File: src/rtl/fc_neuron_stream.sv
`default_nettype none
// ============================================================================
//  Module   : fc_neuron_stream
//  Purpose  : Sequential fully-connected neuron. Consumes a frame of IN signed
//             activation/weight pairs, P lanes per beat, accumulates the dot
//             product, adds a per-frame bias, applies optional ReLU and
//             presents one result on a valid/ready output.
//  Ports    : clk, rst_n        - clock, async active-low reset
//             in_valid/in_ready - input beat handshake
//             in_x, in_w        - P packed signed activations / weights
//             bias, relu_en     - captured on the first beat of a frame
//             out_valid/out_ready/out_data - result handshake and value
//             busy              - frame in flight (first beat .. result taken)
//  Revision : 1.0 - initial release
// ============================================================================
module fc_neuron_stream #(
  parameter int WIDTH = 8,
  parameter int IN    = 128,
  parameter int P     = 4,
  parameter int ACC_W = 2*WIDTH + $clog2(IN) + 1
) (
  input  logic                      clk,
  input  logic                      rst_n,
  input  logic                      in_valid,
  output logic                      in_ready,
  input  logic [P*WIDTH-1:0]        in_x,
  input  logic [P*WIDTH-1:0]        in_w,
  input  logic signed [2*WIDTH-1:0] bias,
  input  logic                      relu_en,
  output logic                      out_valid,
  input  logic                      out_ready,
  output logic [ACC_W-1:0]          out_data,
  output logic                      busy
);

  localparam int NB     = IN / P;
  localparam int CW     = (NB > 1) ? $clog2(NB) : 1;
  // Sum of P products of 2*WIDTH bits each, plus a sign guard bit.
  localparam int PSUM_W = 2*WIDTH + $clog2(P) + 1;

  generate
    if ((IN % P) != 0) begin : g_bad_params
      $error("fc_neuron_stream: IN must be a multiple of P");
    end
  endgenerate

  typedef enum logic [1:0] {
    S_IDLE  = 2'd0,
    S_ACCUM = 2'd1,
    S_DRAIN = 2'd2,
    S_OUT   = 2'd3
  } state_t;

  state_t                   state, state_next;
  logic                     accept, cnt_last, finalize;
  logic [CW-1:0]            cnt;
  logic signed [PSUM_W-1:0] lane_sum, psum;
  logic                     psum_v, psum_first;
  logic signed [ACC_W-1:0]  acc, bias_q, result;
  logic                     relu_q;

  assign accept   = in_valid && in_ready;
  assign cnt_last = (cnt == CW'(NB - 1));
  // The final psum is in flight for one cycle after the last beat; once
  // psum_v drops in DRAIN, acc holds the complete dot product.
  assign finalize = (state == S_DRAIN) && !psum_v;
  assign result   = acc + bias_q;

  // Lane tree: P signed products summed combinationally.
  always_comb begin
    logic signed [2*WIDTH-1:0] prod;
    lane_sum = '0;
    prod     = '0;
    for (int k = 0; k < P; k++) begin
      prod     = $signed(in_x[k*WIDTH +: WIDTH]) * $signed(in_w[k*WIDTH +: WIDTH]);
      lane_sum = lane_sum + PSUM_W'(prod);
    end
  end

  always_ff @(posedge clk or negedge rst_n) begin
    if (!rst_n) begin
      state <= S_IDLE;
    end else begin
      state <= state_next;
    end
  end

  // in_valid is used directly in the branches (in_ready is 1 there) to keep
  // in_ready free of any combinational dependency on itself.
  always_comb begin
    state_next = state;
    in_ready   = 1'b0;
    out_valid  = 1'b0;
    busy       = 1'b1;
    case (state)
      S_IDLE: begin
        in_ready = 1'b1;
        busy     = 1'b0;
        if (in_valid) state_next = cnt_last ? S_DRAIN : S_ACCUM;
      end
      S_ACCUM: begin
        in_ready = 1'b1;
        if (in_valid && cnt_last) state_next = S_DRAIN;
      end
      S_DRAIN: begin
        if (!psum_v) state_next = S_OUT;
      end
      S_OUT: begin
        out_valid = 1'b1;
        if (out_ready) state_next = S_IDLE;
      end
      default: state_next = S_IDLE;
    endcase
  end

  always_ff @(posedge clk or negedge rst_n) begin
    if (!rst_n) begin
      cnt        <= '0;
      psum       <= '0;
      psum_v     <= 1'b0;
      psum_first <= 1'b0;
      acc        <= '0;
      bias_q     <= '0;
      relu_q     <= 1'b0;
      out_data   <= '0;
    end else begin
      psum_v <= accept;
      if (accept) begin
        psum       <= lane_sum;
        psum_first <= (cnt == '0);
        cnt        <= cnt_last ? '0 : cnt + CW'(1);
      end
      if (accept && (state == S_IDLE)) begin
        bias_q <= ACC_W'(bias);
        relu_q <= relu_en;
      end
      // First psum of a frame overwrites, so no explicit clear is needed.
      if (psum_v) begin
        acc <= (psum_first ? ACC_W'(0) : acc) + ACC_W'(psum);
      end
      if (finalize) begin
        out_data <= (relu_q && result[ACC_W-1]) ? '0 : result;
      end
    end
  end

endmodule
`default_nettype wire

File: config.mk
export PLATFORM = sky130hd
export DESIGN_NAME = fc_neuron_stream
export DESIGN_NICKNAME = d
export VERILOG_FILES = /design/src/rtl/fc_neuron_stream.sv
export SDC_FILE = /design/constraint.sdc
export NUM_CORES = 1
export LEC_CHECK = 0
export BUFFER_PORTS_ARGS = -buffer_cell sky130_fd_sc_hd__buf_4
export CAP_MARGIN = 15
export CORE_AREA = 2 2 172 174
export DETAILED_ROUTE_END_ITERATION = 16
export DIE_AREA = 0 0 174 176
export PLACE_DENSITY = 0.87
export SLEW_MARGIN = 15
export SYNTH_ARGS = -nofsm -noshare
export SYNTH_HDL_FRONTEND = slang
export SYNTH_SLANG_ARGS = --single-unit
File: constraint.sdc
create_clock -name clk -period 3.7 [get_ports clk]
set_input_delay 0.74 -clock clk [delete_from_list [all_inputs] [get_ports clk]]
set_output_delay 0.74 -clock clk [all_outputs]
set_load 0.01 [all_outputs]
Yosys cells after proc, flatten, opt, wreduce, memory -nomap -nowiden --
Index checks and enable logic that the tools add are counted. Widths: inputs -> output; s select.
Word-level totals: word-level logic and storage cells 49, register bits after elaboration 93, input bits 85, output and inout bits 27
Cells by class: equal/unequal tests 8, $add $sub $neg 6, reduce and logical (&&, ||, !) cells 10, multipliers 4, mux-type cells 12
Operators by type and width (count):
- $mul 8x8->16 | 4
- $mux 24 | 2
- $add 24x16->24 | 1
- $add 24x19->24 | 1
- $add 18x16->19 | 1
- $add 17x16->18 | 1
- $add 16x16->17 | 1
- $mux 2 | 5
- $ne 2x2->1 const B | 4
- $pmux 2 s4 | 1
- $add 5x1->5 const B | 1
- $eq 5x5->1 const B | 1
- $logic_and 1x1->1 | 5
- $logic_not 5->1 | 1
- $mux 5 | 1
- $eq 2x2->1 const B | 2
- $reduce_and 4->1 | 1
- $mux 1 | 3
- $eq 2x1->1 const B | 1
- $logic_not 2->1 | 1
- $reduce_or 2->1 | 1
- $logic_not 1->1 | 1

Longest topological paths before layout --
Gate-level depths: netlist (run 1).
word-level depth 5, depth in mapped cells 26, mapped depth without buffers 25

Worst setup path after synthesis (run 1) --
Ideal clock, no wire load.
path kind input to register, start point input in_x[31], end point register psum[17], arrival 6697 ps, stages on the path 23, setup time 133 ps, setup slack -3130 ps, buffers on the path 0, cells stage by stage nand2_1 -> inv_1 -> fa_1 -> inv_1 -> fa_1 -> inv_1 -> fa_1 -> inv_1 -> fa_1 -> inv_1 -> fa_1 -> fa_1 -> fa_1 -> inv_1 -> fa_1 -> inv_1 -> ha_1 -> a21o_1 -> or3_1 -> a211o_1 -> a31oi_1 -> xor2_1 -> o21ai_0
Between the ends: cells in the longest elaborated chain, start to end 2
RTL lines:
- start, declared | RTL line 26 | input logic [P*WIDTH-1:0] in_x,
- $mul 8x8->16 | RTL line 75 | prod = $signed(in_x[k*WIDTH +: WIDTH]) * $signed(in_w[k*WIDTH +: WIDTH]);
- $add 18x16->19 | RTL line 76 | lane_sum = lane_sum + PSUM_W'(prod);
- end signal, assigned | RTL line 129 | psum <= lane_sum;
- end, declared | RTL line 57 | logic signed [PSUM_W-1:0] lane_sum, psum;
Every way passes these cells. A chain may end at the register's enable or synchronous reset.

Worst setup path after layout (run 1) --
start point input in_w[3], end point register psum[17]
Between the ends: cells in the longest elaborated chain, start to end 4
RTL lines:
- start, declared | RTL line 27 | input logic [P*WIDTH-1:0] in_w,
- $mul 8x8->16 | RTL line 75
- $add 16x16->17 | RTL line 76
- $add 17x16->18 | RTL line 76
- $add 18x16->19 | RTL line 76
Every way passes these cells.

==> flow_summary.yaml, run 1 <==
setup_path:
  r2r-end: "acc[21]"
  endpoint_kind: "flip-flop"
  r2r_cells: 11
  rrSetupSlack_ps: 270
  startpoint_type: "input pin"
  reg2reg_from: "psum_first"
  crit_fanout: 8
  critPathKind: "input pin to flip-flop"
  crit_arrival_ps: 6770
  required_ps: 3940
run:
  max-cap-violations: 0
grt:
  grt_pass1_vias: 14600
  gr-total-overflow: 0
  grt_start_max_net_pins: 80
  grt_pass1_wl_um: 69400
  track_usage: 0.284
  antenna_found_initial: 0
sta:
  setup_ws_ps: -2830
  final.setup_skew_ps: 7.97
  fin_crit_ps: 6530
  fin_setup_tns_ps: -39100
  finalHoldViolCount: 0
  rsz0062_at_grt: "yes"
  maxSlewViolCount: 0
  tightest_slew_ps: 947
  period_share: 1.77
  setup_viol: 16
  slew_headroom: 0.369
  max_freq_mhz: 153
yosys:
  ys_warn_count: 0
  synth_edf_count: 0
  yosysUniqueCellTypes: 63
  async_flop_share: 1.00
  synth.avg_cell_area_um2: 9.57
  yosysTopAreaCell: "fa_1"
  ys_seq_area_frac: 0.136
  yosys.area.top_type_share: 0.384
  synthCells: 1785
  synthFlopType: "dfrtp_1"
  ys_seq_elements: 93
  synth_nets: 2350
  syn-cell-area_um2: 17100
  synth_area_leaders: "fa_1 (38%), dfrtp_1 (14%), ha_1 (11%)"
die:
  dieArea_um2: 30600
  die_y_um: 176
  core-area_um2: 28500
  row_count: 62
  initial_utilization: 0.599
  chipWidth_um: 174
  io_pins: 112
placed_design:
  port_buffers: 111
  place.gp.congestion: 0.955
  preCtsSetupSlack_ps: -3270
  place_area_um2: 19600
  dp_hpwl_um: 34600
  placedCellCount: 2399
hold_path:
  hold_class: "flip-flop to flip-flop"
  hp-start: "out_data[7]"
  hold_path_end: "out_data[7]"
  min_path_cells: 2
clocking:
  clockRootBuffer: "clkbuf_16"
  clk_pin_slew_ps: 70
  clk_path_buf_depth: 2
  numCtsBuffers: 9
  cts_tree: "built"
  ctsHoldBuffers: 0
  insertion_delay_ps: 360
  htreeDepth: 3
  clock_sinks: 93
outcome:
  status: "finished, violations left"
  violations: "setup timing"
cells_and_area:
  fin_area_um2: 20800
  syn_to_final_growth_pct: 21.6
  layout-drive-gt1-share: 0.235
  mostFrequentLayoutCell: "inv_1"
  fin_nets: 2615
  layout_common_cells: "inv_1 (364), fa_1 (308), buf_4 (229), nand2_1 (173), ha_1 (119)"
  diodes: 0
  fin_cells: 2439
detailed_routing:
  finalWirelength_um: 42300
  vias: 13300
  via_per_inst: 5.47
  drtIter0Drc: 633
  routedWlPerCell_um: 17.3
  dr.pass1.iters: 5
  route.detailed.drc: 0
  ant_nets: 0
-- cell families (layout without fill, tap and decap cells) --
kind of cell / Yosys count / after routing / share of synthesized area
muxes: 32 / 32 / 0.0207
xor gates and xnor gates: 52 / 52 / 0.0267
AOI/OAI and AO/OA: 225 / 225 / 0.0871
adders and majority gates: 480 / 480 / 0.496
and+or+nand+nor: 479 / 479 / 0.141
DFF: 93 / 93 / 0.136
buffers and inverters: 424 / 694 / 0.0934
-- critical path: stages --
cell     delay (ps)
buf_4           140
and2_1          170
fa_1            570
fa_1            470
fa_1            530
inv_2            80
fa_1            510
inv_1            50
fa_1            460
fa_1            510
fa_1            500
inv_1            50
fa_1            480
inv_1            70
ha_4            230
a21o_1          180
or3_1           320
a211o_1         270
a31oi_2         180
xor2_1          180
o21ai_1          70
-- what timing repair did --
action / in CTS / in global routing
buffers inserted: 17 / 7
hold endpoints to repair: 0 / 0
gates resized for setup: 103 / 79
setup endpoints to repair: 17 / 17
pin swaps: 66 / 61
-- registers in the layout, indices dropped and copies added (netlist names) --
name and flops:
acc 24, bias_q 16, cnt 5, out_data 24
psum 19, psum_first 1, psum_v 1, relu_q 1
state 2
-- cell type report --
| class | count | area [um2] |
|---|---|---|
| clock buffer | 9 | 225 |
| clock inverter | 7 | 60.1 |
| fill | 1831 | 7770 |
| inverter | 402 | 1510 |
| multi-input combinational | 1268 | 13900 |
| sequential | 93 | 2330 |
| tap | 384 | 480 |
| timing repair buffer | 276 | 2290 |
-- worst max-delay path by stage --
stage / startpoint / to / slack [ps]
6_report: in_w[3] / psum[17] / -2830
2_1_floorplan: in_w[19] / psum[17] / -2830
3_5_place_dp: in_w[24] / psum[16] / -3270
4_1_cts: in_x[7] / psum[17] / -2740
5_1_grt: in_w[2] / psum[17] / -3040
3_3_place_gp: in_x[31] / psum[18] / -3090
-- metrics by stage --
stage | hold slack (ps) | util
after detailed placement | 470 | 0.686
after global placement | 462 | 0.686
after global routing | 502 | 0.728
after CTS | 488 | 0.716
final | 486 | 0.728
after floorplan | 444 | -
-- synthesized netlist by cell type (all sizes together), types with 7 or more instances --
| cell type | instances |
|---|---|
| nand3 | 13 |
| xor2 | 22 |
| mux2 | 27 |
| clkbuf | 20 |
| nor3 | 12 |
| a211oi | 11 |
| o21ai | 55 |
| ha | 152 |
| and3 | 7 |
| nor2 | 54 |
| nor2b | 41 |
| o31ai | 22 |
| fa | 328 |
| dfrtp | 93 |
| inv | 402 |
| and2 | 133 |
| o211ai | 7 |
| a21o | 26 |
| a21oi | 48 |
| nand2b | 15 |
| nand2 | 184 |
| o21a | 11 |
| xnor2 | 30 |
-- layer usage --
metal / wire length, um / vias to the layer above / GRT usage
li1: - / 6080 / -
met1: 16000 / 6690 / 0.333
met2: 22400 / 453 / 0.526
met3: 1930 / 123 / 0.0304
met4: 1920 / 0 / 0.126
met5: 0 / - / 0
Power of run 1 is not shown: default switching activity piles up to over one toggle a cycle in this logic, so the estimate is an artifact.
==> run 2, diff against run 1 <==
- CORE_AREA: 2 2 172 174 -> 2 2 210 212
- DIE_AREA: 0 0 174 176 -> 0 0 212 214
- PLACE_DENSITY: 0.87 -> 0.65
==> run 2 against run 1 <==
The flow still finishes with violations (setup timing). Hold slack lost 6.1 ps. Global-route usage is 9.7 points lower. Register-to-register slack gained 20 ps. First-iteration DRC count fell by 24%. Cell area increased by 0.81%. Via count down 5.4%. Utilization is 24 points lower. Sequential share of layout area decreased by 0.090 points. Routed wire length is 4.0% lower. Cell count grew 7.6%. Largest cell class unchanged.
==> flow_summary.yaml, run 2 (synthesized netlist as in run 1, its figures left out) <==
grt:
  grt_pass1_wl_um: 68700
  track_usage: 0.187
  antenna_found_initial: 0
  gr-total-overflow: 0
  grt_pass1_vias: 14000
  grt_start_max_net_pins: 63
setup_path:
  required_ps: 3920
  crit_fanout: 7
  endpoint_kind: "flip-flop"
  startpoint: "in_x[6]"
  reg2reg_from: "psum_first"
  startpoint_type: "input pin"
  crit_arrival_ps: 6710
  critPathKind: "input pin to flip-flop"
die:
  io_pins: 112
  die_y_um: 214
  chipWidth_um: 212
  initial_utilization: 0.398
  dieArea_um2: 45400
  core-area_um2: 42900
  row_count: 76
sta:
  rsz0062_at_grt: "yes"
  maxSlewViolCount: 0
  setup_viol: 16
  tightest_slew_ps: 930
  fin_setup_tns_ps: -37010
  setup_ws_ps: -2790
  final.setup_skew_ps: 6.95
  finalHoldViolCount: 0
  max_freq_mhz: 154
  period_share: 1.75
  slew_headroom: 0.380
  fin_crit_ps: 6490
cells_and_area:
  fin_nets: 2600
  layout_common_cells: "inv_1 (364), fa_1 (302), buf_4 (214), nand2_1 (173), ha_1 (116)"
  mostFrequentLayoutCell: "inv_1"
  reg.largest.list: "acc (24), out_data (24), psum (19)"
  fin_cells: 2625
  syn_to_final_growth_pct: 22.6
  diodes: 0
  layout-drive-gt1-share: 0.232
detailed_routing:
  dr.pass1.iters: 7
  via_per_inst: 4.81
  finalWirelength_um: 40600
  vias: 12600
  ant_nets: 0
  routedWlPerCell_um: 15.5
  drtIter0Drc: 480
  route.detailed.drc: 0
placed_design:
  placedCellCount: 2597
  port_buffers: 111
  dp_hpwl_um: 35300
  place.gp.congestion: 0.898
run:
  max-cap-violations: 0
outcome:
  violations: "setup timing"
  status: "finished, violations left"
clocking:
  numCtsBuffers: 9
  clk_path_buf_depth: 2
  htreeDepth: 3
  clockRootBuffer: "clkbuf_16"
  clock_sinks: 93
  ctsHoldBuffers: 0
  insertion_delay_ps: 340
  clk_pin_slew_ps: 60
  cts_tree: "built"
hold_path:
  hold_class: "input pin to asynchronous set/reset pin"
-- run 2: final timing paths --
kind / to / slack (ps) / cells after the start
min in group clk: out_data[20] / 480 / 2
max in group asynchronous: acc[15] / 2460 / 2
hold / removal: out_data[1] / 480 / 1
hold reg to reg: out_data[20] / 480 / 2
setup reg to reg: acc[23] / 290 / 12
setup / recovery: psum[17] / -2790 / 23
-- run 2: repair_timing --
action | CTS | global route
resized for setup | 121 | 62
buffers inserted | 11 | 2
setup endpoints to repair | 17 | 17
gates cloned | 0 | 0
pin swaps | 109 | 49
endpoints found under the hold margin | 0 | 0
-- run 2: worst max-delay path, stage by stage --
cell	delay [ps]
buf_4	130
buf_4	110
nand2_1	60
fa_1	550
inv_1	70
fa_1	490
fa_1	520
inv_1	50
fa_1	480
inv_1	60
fa_1	510
fa_2	420
fa_1	520
inv_1	50
fa_1	540
inv_2	60
ha_4	220
a21o_1	160
or3_1	300
a211o_1	240
a31oi_1	170
xor2_1	160
o21ai_1	70
-- run 2: routing by layer --
metal,GRT usage,wire length [um],share of wire,vias up
met3,0.0138,1130,0.028,51
met5,0,0,0,-
li1,-,-,-,6033
met4,0.0420,845,0.021,0
met2,0.349,21500,0.53,208
met1,0.234,17100,0.42,6332
-- run 2: cell type report --
type | count | area [um2]
inverter | 402 | 1520
tap | 585 | 732
timing repair buffer | 261 | 2160
clock buffer | 10 | 239
fill | 3873 | 21900
sequential | 93 | 2330
multi-input combinational | 1268 | 13900
clock inverter | 6 | 62.6
-- run 2: stage by stage --
| step | hold slack, ps | instance area, um2 | setup WS, ps | util |
|---|---|---|---|---|
| after floorplan | 444 | 17300 | -2830 | - |
| after global placement | 465 | 19800 | -3110 | 0.462 |
| after detailed placement | 470 | 19800 | -3210 | 0.462 |
| after CTS | 485 | 20700 | -2780 | 0.482 |
| after global routing | 508 | 20900 | -3040 | 0.488 |
| final | 480 | 20900 | -2790 | 0.488 |
Power of run 2 is left out for the same reason.
